--- src/rtl/spi_alu_pkg.sv ---
// Shared types and constants for the SPI-slave ALU: opcodes, FSM states and flag layout.
package spi_alu_pkg;

  typedef enum logic [3:0] {
    OP_ADD  = 4'h0,
    OP_SUB  = 4'h1,
    OP_AND  = 4'h2,
    OP_OR   = 4'h3,
    OP_XOR  = 4'h4,
    OP_NOT  = 4'h5,
    OP_SHL  = 4'h6,
    OP_SHR  = 4'h7,
    OP_SAR  = 4'h8,
    OP_ROL  = 4'h9,
    OP_ROR  = 4'hA,
    OP_SLT  = 4'hB,
    OP_SLTU = 4'hC
  } alu_op_t;

  typedef enum logic [2:0] {
    ST_IDLE,
    ST_RX_OP,
    ST_RX_A,
    ST_RX_B,
    ST_EXEC,
    ST_TX,
    ST_DONE
  } spi_alu_state_t;

  localparam int FLAG_N = 3;
  localparam int FLAG_Z = 2;
  localparam int FLAG_C = 1;
  localparam int FLAG_V = 0;

  // N and Z can never both be set by a legal operation, so all-ones marks an illegal opcode.
  localparam logic [3:0] ILLEGAL_FLAGS = 4'b1111;

  function automatic logic is_legal_op(input logic [3:0] op);
    return op <= 4'hC;
  endfunction

endpackage

--- src/rtl/spi_if.sv ---
// SPI bus bundle. Mode 0: master drives sclk/nss/mosi, slave drives miso; no handshake beyond nss framing.
interface spi_if;
  logic sclk;
  logic nss;
  logic mosi;
  logic miso;

  modport SLAVE  (input sclk, input nss, input mosi, output miso);
  modport MASTER (output sclk, output nss, output mosi, input miso);
endinterface

--- src/rtl/alu_core.sv ---
// Combinational ALU: op, A, B -> result and {N,Z,C,V}. Illegal opcodes give 0 with all flags set.
module alu_core
  import spi_alu_pkg::*;
#(
  parameter int WIDTH = 32
) (
  input  logic [3:0]       op,
  input  logic [WIDTH-1:0] a,
  input  logic [WIDTH-1:0] b,
  output logic [WIDTH-1:0] result,
  output logic [3:0]       flags
);

  localparam int SHW = $clog2(WIDTH);

  logic [SHW-1:0]     amt;
  logic [WIDTH:0]     sum;
  logic [WIDTH:0]     diff;
  logic [2*WIDTH-1:0] rol_w;
  logic [2*WIDTH-1:0] ror_w;
  logic               carry;
  logic               ovf;

  assign amt   = b[SHW-1:0];
  assign sum   = {1'b0, a} + {1'b0, b};
  assign diff  = {1'b0, a} - {1'b0, b};
  // Rotates are shifts of the doubled operand; the wanted half is then picked out.
  assign rol_w = {a, a} << amt;
  assign ror_w = {a, a} >> amt;

  always_comb begin
    result = '0;
    carry  = 1'b0;
    ovf    = 1'b0;
    case (op)
      OP_ADD: begin
        result = sum[WIDTH-1:0];
        carry  = sum[WIDTH];
        ovf    = (a[WIDTH-1] == b[WIDTH-1]) && (sum[WIDTH-1] != a[WIDTH-1]);
      end
      OP_SUB: begin
        result = diff[WIDTH-1:0];
        carry  = diff[WIDTH];
        ovf    = (a[WIDTH-1] != b[WIDTH-1]) && (diff[WIDTH-1] != a[WIDTH-1]);
      end
      OP_AND:  result = a & b;
      OP_OR:   result = a | b;
      OP_XOR:  result = a ^ b;
      OP_NOT:  result = ~a;
      OP_SHL:  result = a << amt;
      OP_SHR:  result = a >> amt;
      OP_SAR:  result = $signed(a) >>> amt;
      OP_ROL:  result = rol_w[2*WIDTH-1:WIDTH];
      OP_ROR:  result = ror_w[WIDTH-1:0];
      OP_SLT:  result = {{(WIDTH-1){1'b0}}, ($signed(a) < $signed(b))};
      OP_SLTU: result = {{(WIDTH-1){1'b0}}, (a < b)};
      default: result = '0;
    endcase
  end

  always_comb begin
    flags = ILLEGAL_FLAGS;
    if (is_legal_op(op)) begin
      flags[FLAG_N] = result[WIDTH-1];
      flags[FLAG_Z] = (result == '0);
      flags[FLAG_C] = carry;
      flags[FLAG_V] = ovf;
    end
  end

endmodule

--- src/rtl/spi_alu_slave.sv ---
// SPI-slave ALU top: synchronises SPI inputs into the clock domain, receives op/A/B, returns result and flags.
module spi_alu_slave
  import spi_alu_pkg::*;
#(
  parameter int WIDTH       = 32,
  parameter int SYNC_STAGES = 2
) (
  input  logic           clock,
  input  logic           reset,
  spi_if.SLAVE           spi_if,
  output logic [WIDTH-1:0] result,
  output logic [3:0]     flags,
  output logic           result_valid,
  output logic           frame_err,
  output spi_alu_state_t dbg_state
);

  localparam int CW  = $clog2(WIDTH + 4) + 1;
  localparam int TXW = WIDTH + 4;

  logic [SYNC_STAGES-1:0] sclk_sync, nss_sync, mosi_sync;
  logic sclk_d, nss_d;
  logic sclk_s, nss_s, mosi_s;
  logic sclk_rise, sclk_fall, nss_rise, nss_fall;

  spi_alu_state_t state, state_next;
  logic [CW-1:0]    bit_cnt;
  logic [3:0]       op_r;
  logic [WIDTH-1:0] a_r, b_r;
  logic [TXW-1:0]   tx_sr;
  logic             tx_armed;

  logic in_frame, abort, rx_shift, tx_count, tx_shift, exec_latch, cnt_last;
  logic [WIDTH-1:0] alu_result;
  logic [3:0]       alu_flags;

  // nss synchronises from 0 so a frame already low at reset release never shows a falling edge.
  always_ff @(posedge clock) begin
    if (reset) begin
      sclk_sync <= '0;
      nss_sync  <= '0;
      mosi_sync <= '0;
      sclk_d    <= 1'b0;
      nss_d     <= 1'b0;
    end else begin
      sclk_sync <= {sclk_sync[SYNC_STAGES-2:0], spi_if.sclk};
      nss_sync  <= {nss_sync[SYNC_STAGES-2:0], spi_if.nss};
      mosi_sync <= {mosi_sync[SYNC_STAGES-2:0], spi_if.mosi};
      sclk_d    <= sclk_sync[SYNC_STAGES-1];
      nss_d     <= nss_sync[SYNC_STAGES-1];
    end
  end

  assign sclk_s    = sclk_sync[SYNC_STAGES-1];
  assign nss_s     = nss_sync[SYNC_STAGES-1];
  assign mosi_s    = mosi_sync[SYNC_STAGES-1];
  assign sclk_rise = sclk_s & ~sclk_d;
  assign sclk_fall = ~sclk_s & sclk_d;
  assign nss_rise  = nss_s & ~nss_d;
  assign nss_fall  = ~nss_s & nss_d;

  alu_core #(.WIDTH(WIDTH)) u_alu (
    .op     (op_r),
    .a      (a_r),
    .b      (b_r),
    .result (alu_result),
    .flags  (alu_flags)
  );

  always_ff @(posedge clock) begin
    if (reset) state <= ST_IDLE;
    else       state <= state_next;
  end

  always_comb begin
    state_next = state;
    case (state)
      ST_IDLE:  if (nss_fall) state_next = ST_RX_OP;
      ST_RX_OP: if (abort) state_next = ST_IDLE;
                else if (rx_shift && cnt_last) state_next = ST_RX_A;
      ST_RX_A:  if (abort) state_next = ST_IDLE;
                else if (rx_shift && cnt_last) state_next = ST_RX_B;
      ST_RX_B:  if (abort) state_next = ST_IDLE;
                else if (rx_shift && cnt_last) state_next = ST_EXEC;
      ST_EXEC:  if (abort) state_next = ST_IDLE;
                else state_next = ST_TX;
      ST_TX:    if (abort) state_next = ST_IDLE;
                else if (tx_count && cnt_last) state_next = ST_DONE;
      ST_DONE:  if (nss_s) state_next = ST_IDLE;
      default:  state_next = ST_IDLE;
    endcase
  end

  // An nss rise anywhere between RX_OP and TX cancels every datapath action of that cycle.
  always_comb begin
    in_frame   = 1'b0;
    rx_shift   = 1'b0;
    tx_count   = 1'b0;
    tx_shift   = 1'b0;
    exec_latch = 1'b0;
    cnt_last   = 1'b0;
    case (state)
      ST_RX_OP: begin
        in_frame = 1'b1;
        rx_shift = sclk_rise;
        cnt_last = (bit_cnt == CW'(3));
      end
      ST_RX_A, ST_RX_B: begin
        in_frame = 1'b1;
        rx_shift = sclk_rise;
        cnt_last = (bit_cnt == CW'(WIDTH - 1));
      end
      ST_EXEC: begin
        in_frame   = 1'b1;
        exec_latch = 1'b1;
      end
      ST_TX: begin
        in_frame = 1'b1;
        tx_count = sclk_rise;
        tx_shift = sclk_fall & tx_armed;
        cnt_last = (bit_cnt == CW'(WIDTH + 3));
      end
      default: ;
    endcase
    abort = in_frame & nss_rise;
    if (abort) begin
      rx_shift   = 1'b0;
      tx_count   = 1'b0;
      tx_shift   = 1'b0;
      exec_latch = 1'b0;
    end
  end

  always_ff @(posedge clock) begin
    if (reset) begin
      bit_cnt      <= '0;
      op_r         <= '0;
      a_r          <= '0;
      b_r          <= '0;
      tx_sr        <= '0;
      tx_armed     <= 1'b0;
      result       <= '0;
      flags        <= '0;
      result_valid <= 1'b0;
      frame_err    <= 1'b0;
    end else begin
      result_valid <= 1'b0;
      frame_err    <= abort;

      if (state_next != state)       bit_cnt <= '0;
      else if (rx_shift || tx_count) bit_cnt <= bit_cnt + CW'(1);

      if (rx_shift) begin
        if (state == ST_RX_OP) op_r <= {op_r[2:0], mosi_s};
        if (state == ST_RX_A)  a_r  <= {a_r[WIDTH-2:0], mosi_s};
        if (state == ST_RX_B)  b_r  <= {b_r[WIDTH-2:0], mosi_s};
      end

      if (exec_latch) begin
        result       <= alu_result;
        flags        <= alu_flags;
        result_valid <= 1'b1;
        tx_sr        <= {alu_result, alu_flags};
        tx_armed     <= 1'b0;
      end else if (tx_count) begin
        tx_armed <= 1'b1;
      end else if (tx_shift) begin
        tx_sr    <= tx_sr << 1;
        tx_armed <= 1'b0;
      end
    end
  end

  assign spi_if.miso = (state == ST_TX) ? tx_sr[TXW-1] : 1'b0;
  assign dbg_state   = state;

endmodule
--- src/flat_wrapper.sv ---
// flat-port wrapper written by rule: the top's interface ports become plain ports
module spi_alu_slave_flat import spi_alu_pkg::*;
#(
  parameter int WIDTH       = 32,
  parameter int SYNC_STAGES = 2
)
  (clock, reset, result, flags, result_valid, frame_err, dbg_state, spi_if_sclk, spi_if_nss, spi_if_mosi, spi_if_miso);
  spi_if spi_if_i ();
  input  logic clock;
  input  logic reset;
  output logic [WIDTH-1:0] result;
  output logic [3:0] flags;
  output logic result_valid;
  output logic frame_err;
  output spi_alu_state_t dbg_state;
  input wire logic [$bits(spi_if_i.sclk)-1:0] spi_if_sclk;
  input wire logic [$bits(spi_if_i.nss)-1:0] spi_if_nss;
  input wire logic [$bits(spi_if_i.mosi)-1:0] spi_if_mosi;
  output wire logic [$bits(spi_if_i.miso)-1:0] spi_if_miso;
  assign spi_if_i.sclk = spi_if_sclk;
  assign spi_if_i.nss = spi_if_nss;
  assign spi_if_i.mosi = spi_if_mosi;
  assign spi_if_miso = spi_if_i.miso;
  spi_alu_slave #(.WIDTH(WIDTH), .SYNC_STAGES(SYNC_STAGES)) u_core (.clock(clock), .reset(reset), .spi_if(spi_if_i), .result(result), .flags(flags), .result_valid(result_valid), .frame_err(frame_err), .dbg_state(dbg_state));
endmodule
--- config.mk ---
export PLATFORM = sky130hd
export DESIGN_NAME = spi_alu_slave_flat
export DESIGN_NICKNAME = d
export VERILOG_FILES = /design/src/rtl/spi_alu_pkg.sv /design/src/rtl/spi_if.sv /design/src/rtl/alu_core.sv /design/src/rtl/spi_alu_slave.sv /design/src/flat_wrapper.sv
export SDC_FILE = /design/constraint.sdc
export NUM_CORES = 1
export LEC_CHECK = 0
export ABC_AREA = 1
export ABC_CLOCK_PERIOD_IN_PS = 4100
export CORE_UTILIZATION = 35
export CTS_CLUSTER_SIZE = 12
export DETAILED_ROUTE_END_ITERATION = 7
export PLACE_DENSITY_LB_ADDON = 0.1
export SYNTH_ARGS = -nofsm -noshare
export SYNTH_HDL_FRONTEND = slang
export SYNTH_SLANG_ARGS = --single-unit
--- constraint.sdc ---
create_clock -name clock -period 4.1 [get_ports clock]
set_input_delay 0.82 -clock clock [delete_from_list [all_inputs] [get_ports clock]]
set_output_delay 0.82 -clock clock [all_outputs]
set_load 0.02 [all_outputs]
-- Yosys cells after proc, flatten, opt, wreduce, memory -nomap -nowiden
Cells that the tools add are included.
- $add $sub $neg: 3
- $lt $le $gt $ge: 3
- equal/unequal tests: 27
- shifts and indexed selects: 5
- multiplexer cells: 33
- bitwise gates (word level): 14
- reductions and logical operators: 19
- operators with widths (cell ; count):
    $pmux W32 S13 ; 1
    $mux W36 ; 3
    $lt A32 B32 Y1 ; 2
    $shl A64 B5 Y64 ; 1
    $shr A64 B5 Y32 ; 1
    $add A32 B32 Y33 ; 1
    $mux W3 ; 11
    $sub A32 B32 Y33 ; 1
    $and A32 B32 Y32 ; 1
    $logic_not A32 Y1 ; 1
    $not A32 Y32 ; 1
    $or A32 B32 Y32 ; 1
    $shl A32 B5 Y32 ; 1
    $shr A32 B5 Y32 ; 1
    $sshr A32 B5 Y32 ; 1
    $xor A32 B32 Y32 ; 1
    $pmux W3 S7 ; 1
    $eq A4 B4 Y1 const B ; 5
    $eq A4 B3 Y1 const B ; 4
    $mux W1 ; 13
    $eq A3 B3 Y1 const B ; 3
    $eq A4 B2 Y1 const B ; 2
    $reduce_and A2 Y1 ; 4
    $add A7 B1 Y7 const B ; 1
    other kinds (24) ; 42
- flip-flop bits (word level): 161
- input port bits: 5
- logic and storage cells: 120

-- Longest topological paths before layout
- word-level depth: 11
- mapped depth: 26
- depth with buffers taken out: 23

-- Hierarchy
A second synthesis with hierarchy kept.
- cell total of the unflattened synthesis: 3325
- area total of the unflattened synthesis: 18057.3 µm²
- by module, submodules not included (module ; instances ; cells each ; area each (µm²)):
    alu_core ; 1 ; 2542 ; 11891.4
    spi_alu_slave ; 1 ; 783 ; 6165.9

-- Worst setup path after synthesis
Ideal clock, no wire load.
- kind: register -> register
- start: reg u_core.b_r[4]
- end: reg u_core.tx_sr[2]
- arrival time: 2.967 ns
- data required time: 4.033 ns
- slack: 1.067 ns
- cell stages (with the launch flop): 24
- clock period less this slack: 3.033 ns
- cell sequence: dfxtp_1 > buf_2 > clkinv_1 > buf_2 > clkbuf_1 > ha_1 > buf_4 > nor2_1 > nand3_1 > nand3_1 > nand2_1 > nand2_1 > nand2_1 > nand2_1 > nand2_1 > nand3_1 > nand3_1 > nor2_1 > nand2_1 > nor2_1 > nand2_1 > nor2_1 > nand2_1 > a21oi_2
- cells in the longest elaborated chain, start to end: 5
- elaborated cells on any way between the ends: 16
- classes of those cells: add/sub: 2; order compare: 2; shift: 5; mux: 3; bitwise: 3; reduce/logical: 1
- RTL lines (element ; RTL line ; RTL):
    start, declared ; spi_alu_slave.sv:29 ; logic [WIDTH-1:0] a_r, b_r;
    start signal, assigned ; spi_alu_slave.sv:156 ; if (state == ST_RX_B) b_r <= {b_r[WIDTH-2:0], mosi_s};
    $sub A32 B32 Y33, or another cell as far along ; alu_core.sv:26 ; assign diff = {1'b0, a} - {1'b0, b};
    $pmux W32 S13 * ; alu_core.sv:35 ; case (op)
    $logic_not A32 Y1 * ; alu_core.sv:65 ; flags[FLAG_Z] = (result == '0);
    $mux W4 * ; alu_core.sv:63 ; if (is_legal_op(op)) begin
    $mux W36 * ; spi_alu_slave.sv:159 ; if (exec_latch) begin
    end signal, assigned ; spi_alu_slave.sv:163 ; tx_sr <= {alu_result, alu_flags};
    end signal, assigned ; spi_alu_slave.sv:168 ; tx_sr <= tx_sr << 1;
    end, declared ; spi_alu_slave.sv:30 ; logic [TXW-1:0] tx_sr;
Every way passes the cells marked *; elsewhere a longest branch is shown, timed or not.
A chain may end at the register's enable or synchronous reset.

-- Worst setup path in the final report
- start: reg u_core.a_r[6]
- end: reg u_core.flags[2]
- cells in the longest elaborated chain, start to end: 4
- elaborated cells on any way between the ends: 16
- classes of those cells: add/sub: 2; order compare: 2; shift: 5; mux: 2; bitwise: 4; reduce/logical: 1
- RTL lines (element ; RTL line ; RTL):
    start, declared ; spi_alu_slave.sv:29 ;
    start signal, assigned ; spi_alu_slave.sv:155 ; if (state == ST_RX_A) a_r <= {a_r[WIDTH-2:0], mosi_s};
    $sub A32 B32 Y33, or another cell as far along ; alu_core.sv:26 ;
    $pmux W32 S13 * ; alu_core.sv:35 ;
    $logic_not A32 Y1 * ; alu_core.sv:65 ;
    $mux W4 * ; alu_core.sv:63 ;
    end signal, assigned ; spi_alu_slave.sv:161 ; flags <= alu_flags;
    end, declared ; spi_alu_slave.sv:12 ; output logic [3:0] flags,
Marks and branches as above.

==> metrics.cfg <==
[run_status]
outcome = completed

[global_routing]
grt-busiest-layer = met2
use_met3 = 0.0701
overflow = 0
grt_max_degree = 94
grtUsageTotal = 0.371
use_met1 = 0.492
grt_pass1_wl_mm = 143
grt_util_met2 = 0.571
grt_pass1_vias = 21300
antenna_found_initial = 5

[route]
avgViaCountPerCell = 5.74
drt_iter0_markers = 2814
drtAntennaViolNets = 0
routedWlPerCell_um = 24.6
first_pass_iters = 8
drc = 0
dr_total_vias = 22800
route.final.wire_length_mm = 97.8

[placement]
pre_cts_ws_ns = -0.0612
io_buffers = 46
place_inst = 3948
routabilityCongestion = 1.09
hpwl_mm = 77.7

[sta]
timing.fmax_mhz = 259
setup_ws_ns = 0.238
slew_headroom = 0.307
min_period_ns = 3.86
tns_ns = 0
rsz0062_at_grt = no
setup_viol = 0
hold_viol = 0
tightestPinTransition_ns = 1.04
timing.final.crit_share = 0.942
finalMaxSlewViolations = 0
whs_ns = 0.412
fin_worst_skew_ns = 0.0205

[layout]
diodes = 0
n_fill_cell = 5808
register_area_um2 = 3230
areaGrowthSynthToFinish_pct = 11.7
final_util = 0.397
fin_nets = 3403
stdcell_count = 3980
drive_gt1_frac = 0.0774
multi_input_area_um2 = 12600

[power]
total_leakage_power_nw = 10.1
ir_worst_vdd_v = 0.000355
power_density_nw_per_um2 = 165

[clocking]
cts.path.max_buffers = 2
cts-root-buf = clkbuf_16
cts_buffers = 17
worst_skew_pair.late_latency_ns = 0.50
tritoncts = yes
cts.sinks = 161
postCtsSetupBuffers = 0
h-tree-depth = 4
cts.reportedPaths.clkPinSlew_ns = 0.08

[critical_path]
crit_arrival_ns = 4.28
cp.required_ns = 4.52
cp_max_fo = 8
path_class = register to register
worst_setup_path_start_kind = register
end_kind = register

[synth]
syn_nets = 3373
async_flop_share = 0
synthFlopType = dfxtp_1
syn_area_per_cell_um2 = 5.49
yosys.area.top_type = nand2_1
syn_area_um2 = 17900
ys_top_cells_by_count = 1032 x nand2_1, 573 x nand3_1, 328 x inv_1
synth_seq_cells = 161
synth.area.top_cells = nand2_1 22%, dfxtp_1 18%, nand3_1 16%, ha_1 7.1%, inv_1 6.9%
yosys_warnings = 0
yosys.area.top_type_share = 0.216
ys_types = 52
synth.most_common_cell = nand2_1
synth_seq_area_share = 0.180
synth-edff-count = 0
postSynthCellCount = 3265

[die]
start_util = 0.356
num_rows = 82
dieArea_um2 = 52100
die_h_um = 228
core_region_area_um2 = 50400
io_pins = 47
die_x_um = 228

[job]
maxCapViolCount = 0

[min_path]
worstHoldPathType = register to register

## sequential cells by signal (all words and copies together) (netlist names), 2 cells and up
register,cells
u_core.tx_sr,36
u_core.a_r,32
u_core.b_r,32
u_core.result,32
u_core.bit_cnt,7
u_core.flags,4
u_core.op_r,4
u_core.dbg_state,3
u_core.mosi_sync,2
u_core.nss_sync,2
u_core.sclk_sync,2
## stage by stage
| step | instance area [um^2] | power, W |
|---|---|---|
| CTS | 20000 | 0.00334 |
| global route | 20000 | 0.00341 |
| detailed placement | 19400 | 0.00168 |
| floorplan | 17900 | 0.00165 |
| finish | 20000 | 0.00330 |
| global placement | 19400 | 0.00168 |
## cell type report
| type | count | share of cell area |
|---|---|---|
| Multi-Input combinational cell | 2594 | 0.630 |
| Sequential cell | 161 | 0.161 |
| Timing Repair Buffer | 170 | 0.0720 |
| Inverter | 351 | 0.0661 |
| Tap cell | 672 | 0.0420 |
| Clock buffer | 18 | 0.0214 |
| Clock inverter | 14 | 0.00700 |
## power by group
group	leakage [nW]	switching, W	internal, W
registers	1.30	0.00000341	0.00157
clock network	0.271	0.000860	0.000806
logic	8.55	0.0000502	0.0000196
total	10.1	0.000913	0.00239
## path summary, 6_finish.rpt
path / startpoint / endpoint / slack [ns] / cells past startpoint
worst max-delay path: u_core.a_r[6] / u_core.flags[2] / 0.24 / 18
worst max register to register: u_core.a_r[6] / u_core.flags[2] / 0.24 / 18
worst min-delay path: u_core.nss_sync[0] / u_core.nss_sync[1] / 0.41 / 2
worst min register to register: u_core.nss_sync[0] / u_core.nss_sync[1] / 0.41 / 2
## metal layers
| layer | vias to the layer above | routed length (um) |
|---|---|---|
| met5 | - | 23 |
| met4 | 4 | 5510 |
| met3 | 218 | 8230 |
| met2 | 1153 | 42100 |
| met1 | 10700 | 41900 |
| li1 | 10700 | - |
## cell usage in the layout (no fill, tap or decap), types with 8 or more instances in the layout
cell	Yosys	routed
nand2_1	1032	1030
nand3_1	573	573
inv_1	328	327
nor2_1	270	268
o21ai_0	179	178
a21oi_1	172	171
dfxtp_1	161	154
buf_4	14	120
ha_1	101	101
o22ai_1	51	51
clkdlybuf4s50_1	0	46
nand4_1	35	35
nor3_1	32	32
nand2_2	26	28
inv_2	18	20
clkbuf_16	0	17
nor2_2	14	16
o211ai_1	14	14
a31oi_1	13	13
nand3_2	8	8
## cells by family (layout without fill, tap and decap cells)
family | after synthesis | in the layout | share of synthesized area
multiplexers | 1 | 1 | 0.000559
XOR/XNOR | 7 | 7 | 0.00342
buffers and inverters | 510 | 553 | 0.117
adder cells (fa/ha/maj) | 103 | 103 | 0.0728
flip-flops | 161 | 161 | 0.180
AO/OA/AOI/OAI | 460 | 460 | 0.140
AND/OR/NAND/NOR | 2023 | 2023 | 0.486
## critical path: stages (launching register included)
cell	delay [ns]
dfxtp_1	0.56
inv_1	0.14
ha_1	0.48
nand2_1	0.24
nor2_1	0.25
nand3_1	0.17
nand3_1	0.36
nand2_1	0.09
nand3_1	0.22
nand2_1	0.08
nor2_1	0.19
nand2_1	0.12
nor2_2	0.18
nand2_1	0.07
nor2_1	0.19
nand3_1	0.09
nor2_1	0.13
nand2_1	0.10
o21ai_2	0.11
## repair_timing
action,4_1_cts,5_1_grt
pin swaps,0,0
hold buffers,0,0
gates resized for setup,1,3
endpoints found under the setup margin,2,2
Note: power is estimated with default switching activity, not from simulation.
